### config.mk
export PLATFORM = sky130hd
export DESIGN_NAME = run_sequencer
export DESIGN_NICKNAME = d
export VERILOG_FILES = /design/src/rtl/run_sequencer.sv
export SDC_FILE = /design/constraint.sdc
export NUM_CORES = 1
export LEC_CHECK = 0
export BUFFER_PORTS_ARGS = -buffer_cell sky130_fd_sc_hd__buf_2
export CAP_MARGIN = 20
export CORE_AREA = 2 2 184 186
export CTS_BUF_LIST = sky130_fd_sc_hd__clkbuf_2 sky130_fd_sc_hd__clkbuf_4 sky130_fd_sc_hd__clkbuf_8
export CTS_CLUSTER_DIAMETER = 30
export DETAILED_ROUTE_END_ITERATION = 10
export DIE_AREA = 0 0 186 188
export HOLD_SLACK_MARGIN = 0.03
export PLACE_DENSITY = 0.65
export SYNTH_ARGS = -nofsm -noshare
export SYNTH_HDL_FRONTEND = slang
export SYNTH_SLANG_ARGS = --single-unit
export TNS_END_PERCENT = 1
### constraint.sdc
create_clock -name CLK -period 3.48 [get_ports CLK]
set_input_delay 0.348 -clock CLK [delete_from_list [all_inputs] [get_ports CLK]]
set_output_delay 0.348 -clock CLK [all_outputs]
set_load 0.02 [all_outputs]
### src/rtl/run_sequencer.sv
`default_nettype none
// ============================================================================
// Module      : run_sequencer
// Description : Sequences one test run of a single-cycle CPU. From IDLE it
//               latches the start address, end address and expected result,
//               holds the CPU in reset for RESET_CYCLES cycles, then lets it
//               run. The run ends when the CPU PC reaches the end address,
//               or when the watchdog expires. FIN then emits a one-cycle done
//               pulse before the sequencer returns to IDLE.
//
// Ports       : CLK            in   single clock, rising edge
//               resetl         in   synchronous active-low reset
//               start          in   begin a run (sampled in IDLE only)
//               startpc_in     in   [63:0] program start address
//               endpc          in   [63:0] termination address
//               expected       in   [63:0] expected MemtoReg value
//               cpu_resetl     out  registered active-low CPU reset
//               cpu_startpc    out  [63:0] registered CPU start PC
//               cpu_currentpc  in   [63:0] CPU current PC
//               cpu_memtoreg   in   [63:0] CPU MemtoReg value
//               busy           out  high in RST, RUN and FIN
//               done           out  one-cycle completion pulse
//               pass           out  captured result matched expected
//               timeout        out  watchdog expired
//               result         out  [63:0] captured cpu_memtoreg
//               cycle_count    out  [15:0] RUN cycles of current/last run
//
// Revision    : 1.0 - initial release
// ============================================================================
module run_sequencer #(
    parameter int RESET_CYCLES = 2,    // 1..15
    parameter int WDOG_LIMIT   = 255   // 1..65535
) (
    input  logic        CLK,
    input  logic        resetl,
    input  logic        start,
    input  logic [63:0] startpc_in,
    input  logic [63:0] endpc,
    input  logic [63:0] expected,
    output logic        cpu_resetl,
    output logic [63:0] cpu_startpc,
    input  logic [63:0] cpu_currentpc,
    input  logic [63:0] cpu_memtoreg,
    output logic        busy,
    output logic        done,
    output logic        pass,
    output logic        timeout,
    output logic [63:0] result,
    output logic [15:0] cycle_count
);

    // ------------------------------------------------------------------------
    // State encoding
    // ------------------------------------------------------------------------
    localparam logic [1:0] c_IDLE = 2'd0;
    localparam logic [1:0] c_RST  = 2'd1;
    localparam logic [1:0] c_RUN  = 2'd2;
    localparam logic [1:0] c_FIN  = 2'd3;

    // Last value of the reset counter before the CPU is released.
    localparam logic [3:0]  c_RST_LAST  = 4'(RESET_CYCLES - 1);
    // cycle_count value seen in the final RUN cycle the watchdog allows.
    localparam logic [15:0] c_WDOG_LAST = 16'(WDOG_LIMIT - 1);

    // ------------------------------------------------------------------------
    // Registered state
    // ------------------------------------------------------------------------
    logic [1:0]  r_state;
    logic [3:0]  r_rst_cnt;
    logic [63:0] r_endpc;
    logic [63:0] r_expected;

    // ------------------------------------------------------------------------
    // Next-state values
    // ------------------------------------------------------------------------
    logic [1:0]  w_state_nxt;
    logic [3:0]  w_rst_cnt_nxt;
    logic [63:0] w_endpc_nxt;
    logic [63:0] w_expected_nxt;
    logic        w_cpu_resetl_nxt;
    logic [63:0] w_cpu_startpc_nxt;
    logic        w_busy_nxt;
    logic        w_done_nxt;
    logic        w_pass_nxt;
    logic        w_timeout_nxt;
    logic [63:0] w_result_nxt;
    logic [15:0] w_cycle_count_nxt;

    // End-of-program and watchdog conditions, evaluated during RUN.
    logic w_at_end;
    logic w_wdog_hit;

    assign w_at_end   = (cpu_currentpc >= r_endpc);
    assign w_wdog_hit = (cycle_count == c_WDOG_LAST);

    always_comb begin
        w_state_nxt       = r_state;
        w_rst_cnt_nxt     = r_rst_cnt;
        w_endpc_nxt       = r_endpc;
        w_expected_nxt    = r_expected;
        w_cpu_resetl_nxt  = cpu_resetl;
        w_cpu_startpc_nxt = cpu_startpc;
        w_busy_nxt        = busy;
        w_done_nxt        = 1'b0;
        w_pass_nxt        = pass;
        w_timeout_nxt     = timeout;
        w_result_nxt      = result;
        w_cycle_count_nxt = cycle_count;

        case (r_state)
            c_IDLE: begin
                w_cpu_resetl_nxt = 1'b0;
                w_busy_nxt       = 1'b0;
                if (start) begin
                    w_cpu_startpc_nxt = startpc_in;
                    w_endpc_nxt       = endpc;
                    w_expected_nxt    = expected;
                    w_cycle_count_nxt = 16'd0;
                    w_pass_nxt        = 1'b0;
                    w_timeout_nxt     = 1'b0;
                    w_result_nxt      = 64'd0;
                    w_rst_cnt_nxt     = 4'd0;
                    w_busy_nxt        = 1'b1;
                    w_state_nxt       = c_RST;
                end
            end

            c_RST: begin
                // The CPU sees cpu_resetl low for RESET_CYCLES cycles here;
                // the release is registered on the edge that enters RUN.
                if (r_rst_cnt == c_RST_LAST) begin
                    w_cpu_resetl_nxt = 1'b1;
                    w_state_nxt      = c_RUN;
                end else begin
                    w_rst_cnt_nxt = r_rst_cnt + 4'd1;
                end
            end

            c_RUN: begin
                // The terminating cycle is counted as well.
                w_cycle_count_nxt = cycle_count + 16'd1;
                if (w_at_end) begin
                    // End detection wins over a simultaneous watchdog hit.
                    w_result_nxt     = cpu_memtoreg;
                    w_pass_nxt       = (cpu_memtoreg == r_expected);
                    w_cpu_resetl_nxt = 1'b0;
                    w_done_nxt       = 1'b1;
                    w_state_nxt      = c_FIN;
                end else if (w_wdog_hit) begin
                    w_timeout_nxt    = 1'b1;
                    w_pass_nxt       = 1'b0;
                    w_cpu_resetl_nxt = 1'b0;
                    w_done_nxt       = 1'b1;
                    w_state_nxt      = c_FIN;
                end
            end

            c_FIN: begin
                // done is high for the single cycle spent in FIN.
                w_cpu_resetl_nxt = 1'b0;
                w_busy_nxt       = 1'b0;
                w_state_nxt      = c_IDLE;
            end

            default: begin
                w_cpu_resetl_nxt = 1'b0;
                w_busy_nxt       = 1'b0;
                w_state_nxt      = c_IDLE;
            end
        endcase
    end

    // ------------------------------------------------------------------------
    // Registers; resetl forces IDLE from any state without a done pulse.
    // ------------------------------------------------------------------------
    always_ff @(posedge CLK) begin
        if (!resetl) begin
            r_state     <= c_IDLE;
            r_rst_cnt   <= 4'd0;
            r_endpc     <= 64'd0;
            r_expected  <= 64'd0;
            cpu_resetl  <= 1'b0;
            cpu_startpc <= 64'd0;
            busy        <= 1'b0;
            done        <= 1'b0;
            pass        <= 1'b0;
            timeout     <= 1'b0;
            result      <= 64'd0;
            cycle_count <= 16'd0;
        end else begin
            r_state     <= w_state_nxt;
            r_rst_cnt   <= w_rst_cnt_nxt;
            r_endpc     <= w_endpc_nxt;
            r_expected  <= w_expected_nxt;
            cpu_resetl  <= w_cpu_resetl_nxt;
            cpu_startpc <= w_cpu_startpc_nxt;
            busy        <= w_busy_nxt;
            done        <= w_done_nxt;
            pass        <= w_pass_nxt;
            timeout     <= w_timeout_nxt;
            result      <= w_result_nxt;
            cycle_count <= w_cycle_count_nxt;
        end
    end

endmodule
`default_nettype wire

==> metrics <==
status=complete, no violations; Synth Warn #=0; NumNets Final=between 2,000 and 3,000; port buffer count=471; top-count cell post-synth=nand2_1; Die H=188 um; die area=0.0350 mm2; crit path kind=flop to flop; DRC Markers=0; Achievable Freq=a little over 300 MHz; initial antenna violation count=6; Top FF cell, synth=dfxtp_1; unrepaired setup endpoints after global routing=false; Routed Antenna Nets=0; Yosys top cell area share=44.5%; Placeable Area=0.0331 mm2; Total Routed Length=around 44 mm; commonest cells in the netlist=418 x nand2_1, 283 x dfxtp_1, 196 x a21boi_0; Peak VDD IR=0.437 mV; clock-pin slew on the worst setup and hold paths=60 ps; Mapped Area=0.0127 mm2; I/O Pins=472; setup TNS=0 ps; CTS sink cnt=283; First DRT Iteration DRCs=589; area of the multi-input gates=~0.0063 mm2; Final Hold Viols=0; Arrival @ worst endpoint=3750 ps; gr ovfl total=0; clk_lat worst skew=590 ps; register-to-register setup slack=240 ps; TritonCTS clock tree=yes; logic gate share of total power=30.4%; cell area after layout=0.0195 mm2; Internal Pwr Total=8.45 mW; worst slew pin tran=approximately 1000 ps; DR pass1 iterations=7; Storage cell area=0.00567 mm2; EDFF count, synth=0; Total GRT Usage=24.6%; vias in the first global route=between 10,000 and 15,000; P&R area growth vs syn=53.3%; Cell Rows=67; final worst-path cycle share=93.2%; top cell type by total area after synthesis=dfxtp_1; Die Width=approximately 190 um; cell leakage power=8.74 nW; Root Driver=clkbuf_8; critical path fanouts, max=17; final worst path period need=3240 ps; CP Capture Type=flop; clock share of power=36.6%; final setup skew=around 54 ps; syn nets=1,842; sequential fraction of the synthesis area=44.5%; RD Place Congestion=about 0.85; sequential share of power=32.9%; Critical Path RT=3980 ps; worst hold-check path type=input port to flop; power per standard cell area=~670 mW/mm2; synthesized area per cell=8.79 um2; CTS H-Tree Depth=3; flops & latches, synth=283; detailed placement HPWL=29.1 mm; post-synth cell types=between 50 and 60; top cells by area, synth=dfxtp_1 45%, nand2_1 12%, a21boi_0 12%; ys async rst share=0%; Longest Clk Path Bufs=3; CP startpoint kind=flop; via count=roughly 13,000; Sw Ratio=35.4%; # setup viols final=0; slew margin rel.=32.4%; pin count of the biggest net entering global routing=111; NetSw=4.62 mW; Starting Density=38.4%; first-pass GRT wire length=between 60 and 70 mm; Gate Count Post-Synth=1,447; ratio of cells with drive above 1 in the final layout=28.7%; Slew Limit Fails=0; DP Area=0.0153 mm2; DR vias/cell=4.85; max_cap viols=0; Avg WL per Cell=16.5 um; Num CTS Buffers=73; fillcell total=2,822
## area by class of cell
type / instances / share of cell area, %
clock inverter: 41 / 2.45
tap: 448 / 2.87
clock buffer: 93 / 6.34
timing repair buffer: 728 / 25.4
sequential: 283 / 29.0
antenna: 6 / 0.0770
multi-input combinational: 1006 / 32.4
inverter: 77 / 1.48
## repair_timing
action,CTS,global route
endpoints found under the setup margin,0,0
hold endpoints to repair,245,0
hold buffers,245,0
setup buffers,0,0
gates resized for setup,0,0
## power groups by stage
stage	sequential [mW]	combinational (mW)	clock (mW)
floorplan	4.71	2.15	0
global placement	4.32	3.64	0
detailed placement	4.33	3.71	0
CTS	4.28	3.95	4.88
global route	4.37	4.39	5.06
finish	4.30	3.98	4.79
## state kept, by name, summed over array words and instances (netlist names)
register	cells
busy	1
cpu_resetl	1
cpu_startpc	64
cycle_count	16
done	1
pass	1
r_endpc	64
r_expected	64
r_rst_cnt	4
r_state	2
result	64
timeout	1
## critical path, cell delays in order (launching register included)
cell	delay, ps
dfxtp_1	330
inv_1	50
ha_1	290
a21oi_1	70
o21ai_0	360
or2b_2	180
nor3b_1	310
a211oi_2	140
and2_1	210
nor3_4	750
buf_4	300
a22o_1	160
## cells in the final DEF, fill, tap and decap left out, drive strengths merged, types with 4 or more instances in the layout
cell / netlist / layout
bufinv: 0 / 9
a211oi: 4 / 4
ha: 72 / 72
xor2: 41 / 41
buf: 16 / 483
nor4: 9 / 9
nand2b: 4 / 4
nand3: 13 / 13
o21ai: 18 / 18
nor2: 23 / 23
nand4: 24 / 24
a21boi: 197 / 197
xnor2: 34 / 34
clkinvlp: 0 / 10
nor3: 7 / 7
and4: 5 / 5
dfxtp: 283 / 283
clkinv: 0 / 21
clkbuf: 65 / 93
inv: 77 / 78
dlygate4sd3: 0 / 245
a22o: 64 / 64
or3: 4 / 4
a21oi: 29 / 29
and2: 5 / 5
nand2: 419 / 419
diode: 0 / 6
## final timing paths
check,from,cells past startpoint,end
worst max-delay path,r_endpc[57]$_SDFFE_PN0P_,11,result[56]$_SDFFE_PN0P_
worst min-delay path,cpu_memtoreg[33],2,result[33]$_SDFFE_PN0P_
worst max register to register,r_endpc[57]$_SDFFE_PN0P_,11,result[56]$_SDFFE_PN0P_
worst min register to register,cpu_startpc[52]$_SDFFE_PN0P_,2,cpu_startpc[52]$_SDFFE_PN0P_
## cells by family (layout without fill, tap and decap cells)
logic type	after synthesis	after routing	synth area share, %
multiplexers	1	1	0.0787
other	0	6	0
flip-flops	283	283	44.5
adder cells (fa/ha/maj)	72	72	7.08
AO/OA/AOI/OAI	333	333	19.6
XOR/XNOR	75	75	5.16
buffers and inverters	158	939	6.07
AND/OR/NAND/NOR	525	525	17.5
## layer usage
layer,wire (um),GRT usage (%),share of wire (%)
met5,0,0,0
met4,1550,11.6,3.5
met3,3370,7.30,7.6
met2,21700,42.6,49
met1,17600,27.4,40
## per-stage QoR
| step | hold WS, ps | total power, mW | setup WS (ps) | instances | utilization [%] |
|---|---|---|---|---|---|
| 2_1_floorplan | 443 | 6.86 | 898 | 1447 | - |
| 3_3_place_gp | 447 | 7.96 | 244 | 2297 | 46.3 |
| 3_5_place_dp | 453 | 8.04 | 207 | 2297 | 46.3 |
| 4_1_cts | 32.3 | 13.1 | 250 | 2676 | 58.9 |
| 5_1_grt | 53.6 | 13.8 | 45.3 | 2682 | 58.9 |
| 6_report | 86.4 | 13.1 | 238 | 2682 | 58.9 |
Power figures use the tool's default switching activity.
